$ cat config.mk
export PLATFORM = sky130hd
export DESIGN_NAME = writeback_unit
export DESIGN_NICKNAME = d
export VERILOG_FILES = /design/src/rtl/writeback_unit.sv
export SDC_FILE = /design/constraint.sdc
export NUM_CORES = 1
export LEC_CHECK = 0
export ABC_AREA = 1
export BUFFER_PORTS_ARGS = -buffer_cell sky130_fd_sc_hd__buf_2
export CORE_MARGIN = 3
export CORE_UTILIZATION = 52
export DETAILED_ROUTE_END_ITERATION = 10
export GPL_TIMING_DRIVEN = 0
export PLACE_DENSITY = 0.77
export REMOVE_ABC_BUFFERS = 1
export SYNTH_ARGS = -nofsm -noshare
export SYNTH_HDL_FRONTEND = slang
export SYNTH_SLANG_ARGS = --single-unit
$ cat constraint.sdc
create_clock -name clk -period 2.3 [get_ports clk]
set_clock_uncertainty 0.2 [all_clocks]
set_input_delay 0.46 -clock clk [delete_from_list [all_inputs] [get_ports clk]]
set_output_delay 0.46 -clock clk [all_outputs]
set_load 0.01 [all_outputs]
$ cat src/rtl/writeback_unit.sv
// Writeback stage: merges ALU results and in-order load responses into the register file write port.
// Optional WB_PROTOCOL_CHECK_EN adds a sticky wb_err output for protocol violations.
module writeback_unit #(
  parameter int LQ_DEPTH = 4
) (
  input  logic        clk,
  input  logic        reset,
  input  logic        alu_valid,
  input  logic [4:0]  alu_rd,
  input  logic [31:0] alu_result,
  output logic        alu_ready,
  input  logic        load_issue,
  input  logic [4:0]  load_rd,
  input  logic [2:0]  load_funct3,
  input  logic [1:0]  load_byte_off,
  output logic        load_issue_ready,
  input  logic        mem_rvalid,
  input  logic [31:0] mem_rdata,
  input  logic [4:0]  raddr1,
  input  logic [4:0]  raddr2,
  output logic        raw_stall,
  output logic        reg_wr,
  output logic [4:0]  waddr,
  output logic [31:0] wdata
`ifdef WB_PROTOCOL_CHECK_EN
  ,
  output logic        wb_err
`endif
);

  localparam int AW = $clog2(LQ_DEPTH);

  typedef struct packed {
    logic [4:0] rd;
    logic [2:0] funct3;
    logic [1:0] byte_off;
  } tag_t;

  tag_t        tag_q [LQ_DEPTH];
  logic [AW:0] wr_ptr, rd_ptr;
  logic        q_empty, q_full;
  logic        push, pop, alu_acc;
  tag_t        head;

  logic [31:0] pending, pending_nxt;

  logic        skid_full;
  logic [4:0]  skid_rd;
  logic [31:0] skid_data;

  logic [7:0]  byte_v;
  logic [15:0] half_v;
  logic [31:0] ld_data;

  logic        wr_valid;
  logic [4:0]  wr_rd;
  logic [31:0] wr_data;
  logic        skid_load, skid_drain;

  // Wrap bit distinguishes full from empty when the index bits match.
  assign q_empty = (wr_ptr == rd_ptr);
  assign q_full  = (wr_ptr[AW] != rd_ptr[AW]) && (wr_ptr[AW-1:0] == rd_ptr[AW-1:0]);
  assign head    = tag_q[rd_ptr[AW-1:0]];

  assign load_issue_ready = !q_full && !pending[load_rd];
  assign alu_ready        = !skid_full && !((alu_rd != 5'd0) && pending[alu_rd]);
  assign raw_stall        = ((raddr1 != 5'd0) && pending[raddr1]) ||
                            ((raddr2 != 5'd0) && pending[raddr2]);

  assign push    = load_issue && load_issue_ready;
  assign pop     = mem_rvalid && !q_empty;
  assign alu_acc = alu_valid && alu_ready;

  // NOTE: the tag storage has no reset; entries are only read once the pointers mark them valid.
  always_ff @(posedge clk) begin
    if (push) tag_q[wr_ptr[AW-1:0]] <= '{rd: load_rd, funct3: load_funct3, byte_off: load_byte_off};
  end

  // Lane selection and sign/zero extension of the load response.
  always_comb begin
    // NOTE: every always_comb output gets a default first so no path infers a latch.
    byte_v  = mem_rdata[7:0];
    ld_data = mem_rdata;
    case (head.byte_off)
      2'd1:    byte_v = mem_rdata[15:8];
      2'd2:    byte_v = mem_rdata[23:16];
      2'd3:    byte_v = mem_rdata[31:24];
      default: byte_v = mem_rdata[7:0];
    endcase
    half_v = head.byte_off[1] ? mem_rdata[31:16] : mem_rdata[15:0];
    case (head.funct3)
      3'b000:  ld_data = {{24{byte_v[7]}}, byte_v};
      3'b001:  ld_data = {{16{half_v[15]}}, half_v};
      3'b100:  ld_data = {24'd0, byte_v};
      3'b101:  ld_data = {16'd0, half_v};
      default: ld_data = mem_rdata;
    endcase
  end

  // Load response wins; a colliding ALU result parks in the skid buffer.
  always_comb begin
    wr_valid   = 1'b0;
    wr_rd      = 5'd0;
    wr_data    = 32'd0;
    skid_load  = 1'b0;
    skid_drain = 1'b0;
    if (pop) begin
      wr_valid  = 1'b1;
      wr_rd     = head.rd;
      wr_data   = ld_data;
      skid_load = alu_acc;
    end else if (skid_full) begin
      wr_valid   = 1'b1;
      wr_rd      = skid_rd;
      wr_data    = skid_data;
      skid_drain = 1'b1;
    end else if (alu_acc) begin
      wr_valid = 1'b1;
      wr_rd    = alu_rd;
      wr_data  = alu_result;
    end
  end

  always_comb begin
    pending_nxt = pending;
    if (pop)                        pending_nxt[head.rd] = 1'b0;
    if (push && (load_rd != 5'd0))  pending_nxt[load_rd] = 1'b1;
    pending_nxt[0] = 1'b0;
  end

  always_ff @(posedge clk or negedge reset) begin
    if (!reset) begin
      // NOTE: sequential state uses non-blocking assignments so every register sees pre-edge values.
      wr_ptr    <= '0;
      rd_ptr    <= '0;
      pending   <= '0;
      skid_full <= 1'b0;
      skid_rd   <= 5'd0;
      skid_data <= 32'd0;
      reg_wr    <= 1'b0;
      waddr     <= 5'd0;
      wdata     <= 32'd0;
    end else begin
      if (push) wr_ptr <= wr_ptr + {{AW{1'b0}}, 1'b1};
      if (pop)  rd_ptr <= rd_ptr + {{AW{1'b0}}, 1'b1};
      pending <= pending_nxt;
      if (skid_load) begin
        skid_full <= 1'b1;
        skid_rd   <= alu_rd;
        skid_data <= alu_result;
      end else if (skid_drain) begin
        skid_full <= 1'b0;
      end
      if (wr_valid && (wr_rd != 5'd0)) begin
        reg_wr <= 1'b1;
        waddr  <= wr_rd;
        wdata  <= wr_data;
      end else begin
        reg_wr <= 1'b0;
        waddr  <= 5'd0;
        wdata  <= 32'd0;
      end
    end
  end

`ifdef WB_PROTOCOL_CHECK_EN
  always_ff @(posedge clk or negedge reset) begin
    if (!reset) begin
      wb_err <= 1'b0;
    end else if ((mem_rvalid && q_empty) || (load_issue && !load_issue_ready)) begin
      wb_err <= 1'b1;
    end
  end
`endif

endmodule

==> summary.txt <==
CTS
  – H-Tree Level Count: 4
  – Clk buf depth: 2
  – Reg clk slew, reported paths: 0.06 ns
  – Root buf cell: clkbuf_16
  – Cts bufs inserted: 17
  – CTS sink count: around 150
  – CTS tree: done
  – Clock Latency Late Sink: about 0.43 ns

GRT
  – First-pass GRT wire length: between 40000 and 50000 µm
  – Largest net degree at the start of global routing: 74
  – Total gr overflow: 0
  – Initial antenna violation count: 1
  – GRT Overall Usage: 0.3375
  – Vias in the first global route: about 8900

Synthesis
  – Warnings from Yosys: 0
  – Post-Syn Area: 8481 µm²
  – Register bit total from synthesis: about 150
  – Count of cell types in the netlist: 41
  – Average size of a mapped cell: 7.759 µm²
  – Register area share after synthesis: 0.4751
  – Post-Synthesis Cells: 1093

Critical path
  – Critical Path, Cell by Cell: inv_1 > o22ai_1 > o21ai_0 > nand3_1 > nor4_4 > buf_2
  – Setup CP Type: reg2out
  – Max incr delay on CP: 0.43 ns
  – Crit path buf inv count: 2
  – Worst-path maximum fanout: 4
  – CP arrival: 2.03 ns
  – CP max-delay cell: dfrtp_1
  – Delay-heaviest family, CP: simple AND/OR/NAND/NOR gates
  – Crit. End Element: primary output
  – Worst Setup Start Kind: register
  – Critical path required time: 1.64 ns

STA
  – Max transition margin: 0.5518
  – Final min period: 2.690 ns
  – Final cycle utilization of the critical path: 1.169
  – Max Clock Freq: 0.3718 GHz
  – Slew @ Worst Pin: just under 0.7 ns
  – Setup violators final: 130
  – Min Hold Slack: between 0.04 and 0.05 ns
  – Worst setup slack after layout: -0.3898 ns
  – RSZ-0062 raised after global routing: yes
  – Final hold viol count: 0
  – Max-slew violation count: 0

Power
  – Clk pwr share: 0.165
  – Leak: approximately 0.0054 µW
  – Seq pwr share: 0.249
  – Internal power: ~10000 µW
  – Logic pwr share: 0.586
  – Maximum VDD drop: 0.0007637 V
  – Switching pwr: 8773 µW
  – PwrDens: between 1500 and 2000 nW/µm²
  – Switching Share: 0.4681

Detailed routing
  – Met1 wire length: 11450 µm
  – Met3 wire len: roughly 5000 µm
  – Drt pass-1 iters: 7
  – Final WL: approximately 35000 µm
  – Uppermost layer routed: met5
  – Detailed-route DRC error count: 0
  – Initial DRC Count: roughly 2100
  – Via count: 10090
  – Number of nets with antenna violations after routing: 0
  – Metal2 WL: ~15000 µm
  – DR WL/cell: 22.19 µm
  – Vias per std cell: between 6 and 7

Placement
  – Placed Area: 9185 µm²
  – # port buffers: 134
  – DP Cell Count: around 1400
  – Post-DP HPWL: 15890 µm
  – GPL Wtd Cong: 0.9062

Job
  – Max_cap viols: 0

Layout
  – Commonest non-fill, non-tap cell in the layout: nand2_1
  – Fin area: 12070 µm²
  – Commonest non-fill, non-tap cells in the layout: nand2_1 (235), buf_2 (128), dfrtp_1 (109)
  – Multi-input gate area: 4702 µm²
  – Final nets: ~1400
  – Diode count: 0
  – Post-Layout Cell Count: 1556
  – P&R area growth vs syn: 42.31%
  – Sequential Area: slightly above 4000 µm²
  – Fillers: 973
  – Share of cells above drive strength 1: 0.3567

Die
  – DIE WIDTH: 133.7 µm
  – Die Y: 133.7 µm
  – Io pins: 135
  – Site Rows: 46
  – Initial Utilization: 0.5319
  – Core ar.: around 16000 µm²
  – Area of the die: 17880 µm²

Worst hold path
  – Hold crit path type: in2reg

Outcome
  – Status: finished, violations left
  – Failing checks: negative setup slack
-- metal layers --
metal  global-route usage  up-vias
met4               0.1771        2
li1                     -     4180
met3              0.09101      323
met1               0.4334     4517
met2               0.5250     1063
met5                    0        -
-- worst register-to-register path, cell delays in order, from the launching register on --
cell	delay, ns
dfrtp_4	0.43
buf_6	0.11
clkinvlp_4	0.15
nand2_2	0.10
nand4_1	0.11
nand2b_4	0.20
nand2_8	0.16
inv_16	0.07
a21oi_2	0.12
nand2_1	0.13
nand2_2	0.13
nand2_4	0.08
buf_12	0.13
nor2_4	0.13
buf_8	0.18
a21oi_2	0.08
-- power groups by stage --
stage | Combinational [µW] | Clock [µW] | Sequential (µW)
3_3_place_gp | 5660 | 0 | 4670
2_1_floorplan | 3810 | 0 | 4640
6_report | 11000 | 3100 | 4660
5_1_grt | 11500 | 3210 | 4710
3_5_place_dp | 5880 | 0 | 4630
4_1_cts | 8840 | 3050 | 4510
-- what timing repair did --
action                                  in CTS  in global routing
buffers inserted                            86                 34
endpoints found under the hold margin       50                  0
endpoints found under the setup margin     156                148
gates resized for setup                    169                161
pin swaps                                   44                 49
hold buffers                                 1                  0
cloned                                      15                  5
-- cells in the mapped netlist, drive strengths merged --
cell type / instances / area, µm²
o21bai: 1 / 7.510
ha: 5 / 62.56
o31ai: 2 / 15.01
mux2: 1 / 11.26
edfxtp: 40 / 1201
o22ai: 11 / 68.82
inv: 117 / 439.2
o21a: 9 / 67.56
o211ai: 20 / 150.1
nor4: 1 / 21.27
nor3: 8 / 40.04
nand2: 271 / 1032
a32o: 1 / 10.01
dfrtp: 113 / 2828
nand3: 55 / 285.3
buf: 23 / 175.2
clkbuf: 32 / 120.1
nand4: 9 / 77.57
a22oi: 4 / 30.03
xnor2: 3 / 26.28
a31oi: 1 / 6.260
a211o: 1 / 8.760
a21oi: 114 / 570.6
a32oi: 4 / 35.03
nor2: 56 / 220.2
o21ai: 187 / 939.7
xor2: 2 / 17.52
nand3b: 1 / 7.510
nand2b: 1 / 6.260
-- area by class of cell --
cell class / instances / share of cell area
clock inverters: 8 / 0.01057
well taps: 216 / 0.02239
repair buffers: 251 / 0.1538
multi-input cells: 782 / 0.3896
clock buffers: 24 / 0.04344
flip-flops and latches: 153 / 0.3344
inverters: 117 / 0.04188
repair inverters: 5 / 0.003836
-- final timing paths --
path,start,end,slack (ns),cells after the start
max reg2reg,rd_ptr[0],wdata[28],-0.33,15
min,load_byte_off[1],tag_q[0][1],0.05,1
min reg2reg,skid_data[17],skid_data[17],0.29,2
max in group asynchronous,reset,pending[27],0.71,3
max,pending[31],load_issue_ready,-0.39,6
min in group asynchronous,reset,wdata[14],0.42,2
-- stage by stage --
| stage | TNS [ns] | setup WS, ns | power, µW | utilization |
|---|---|---|---|---|
| after global routing | -29.08 | -0.4642 | 19430 | 0.7570 |
| after floorplan | -100.62 | -1.080 | 8453 | - |
| after CTS | -3.715 | -0.2132 | 16410 | 0.7089 |
| after global placement | -334.80 | -2.297 | 10330 | 0.5724 |
| after detailed placement | -261.87 | -2.398 | 10520 | 0.5761 |
| final | -21.38 | -0.3898 | 18740 | 0.7570 |
-- cell families (layout without fill, tap and decap cells) --
family | Yosys count | after routing | share of synthesized area
xor+xnor | 5 | 5 | 0.005165
flops | 153 | 153 | 0.4751
buf+inv | 172 | 405 | 0.08660
simple gates | 402 | 411 | 0.1993
fa+ha+maj | 5 | 5 | 0.007377
mux | 1 | 1 | 0.001328
compound gates | 355 | 360 | 0.2251
-- flip-flops by register name (all words and copies together), names as in the netlist --
register / flops
reg_wr: 1
wdata: 32
tag_q: 40
rd_ptr: 3
wr_ptr: 3
skid_data: 32
skid_full: 1
skid_rd: 5
waddr: 5
pending: 31
Note: power is estimated with default switching activity, not from simulation.
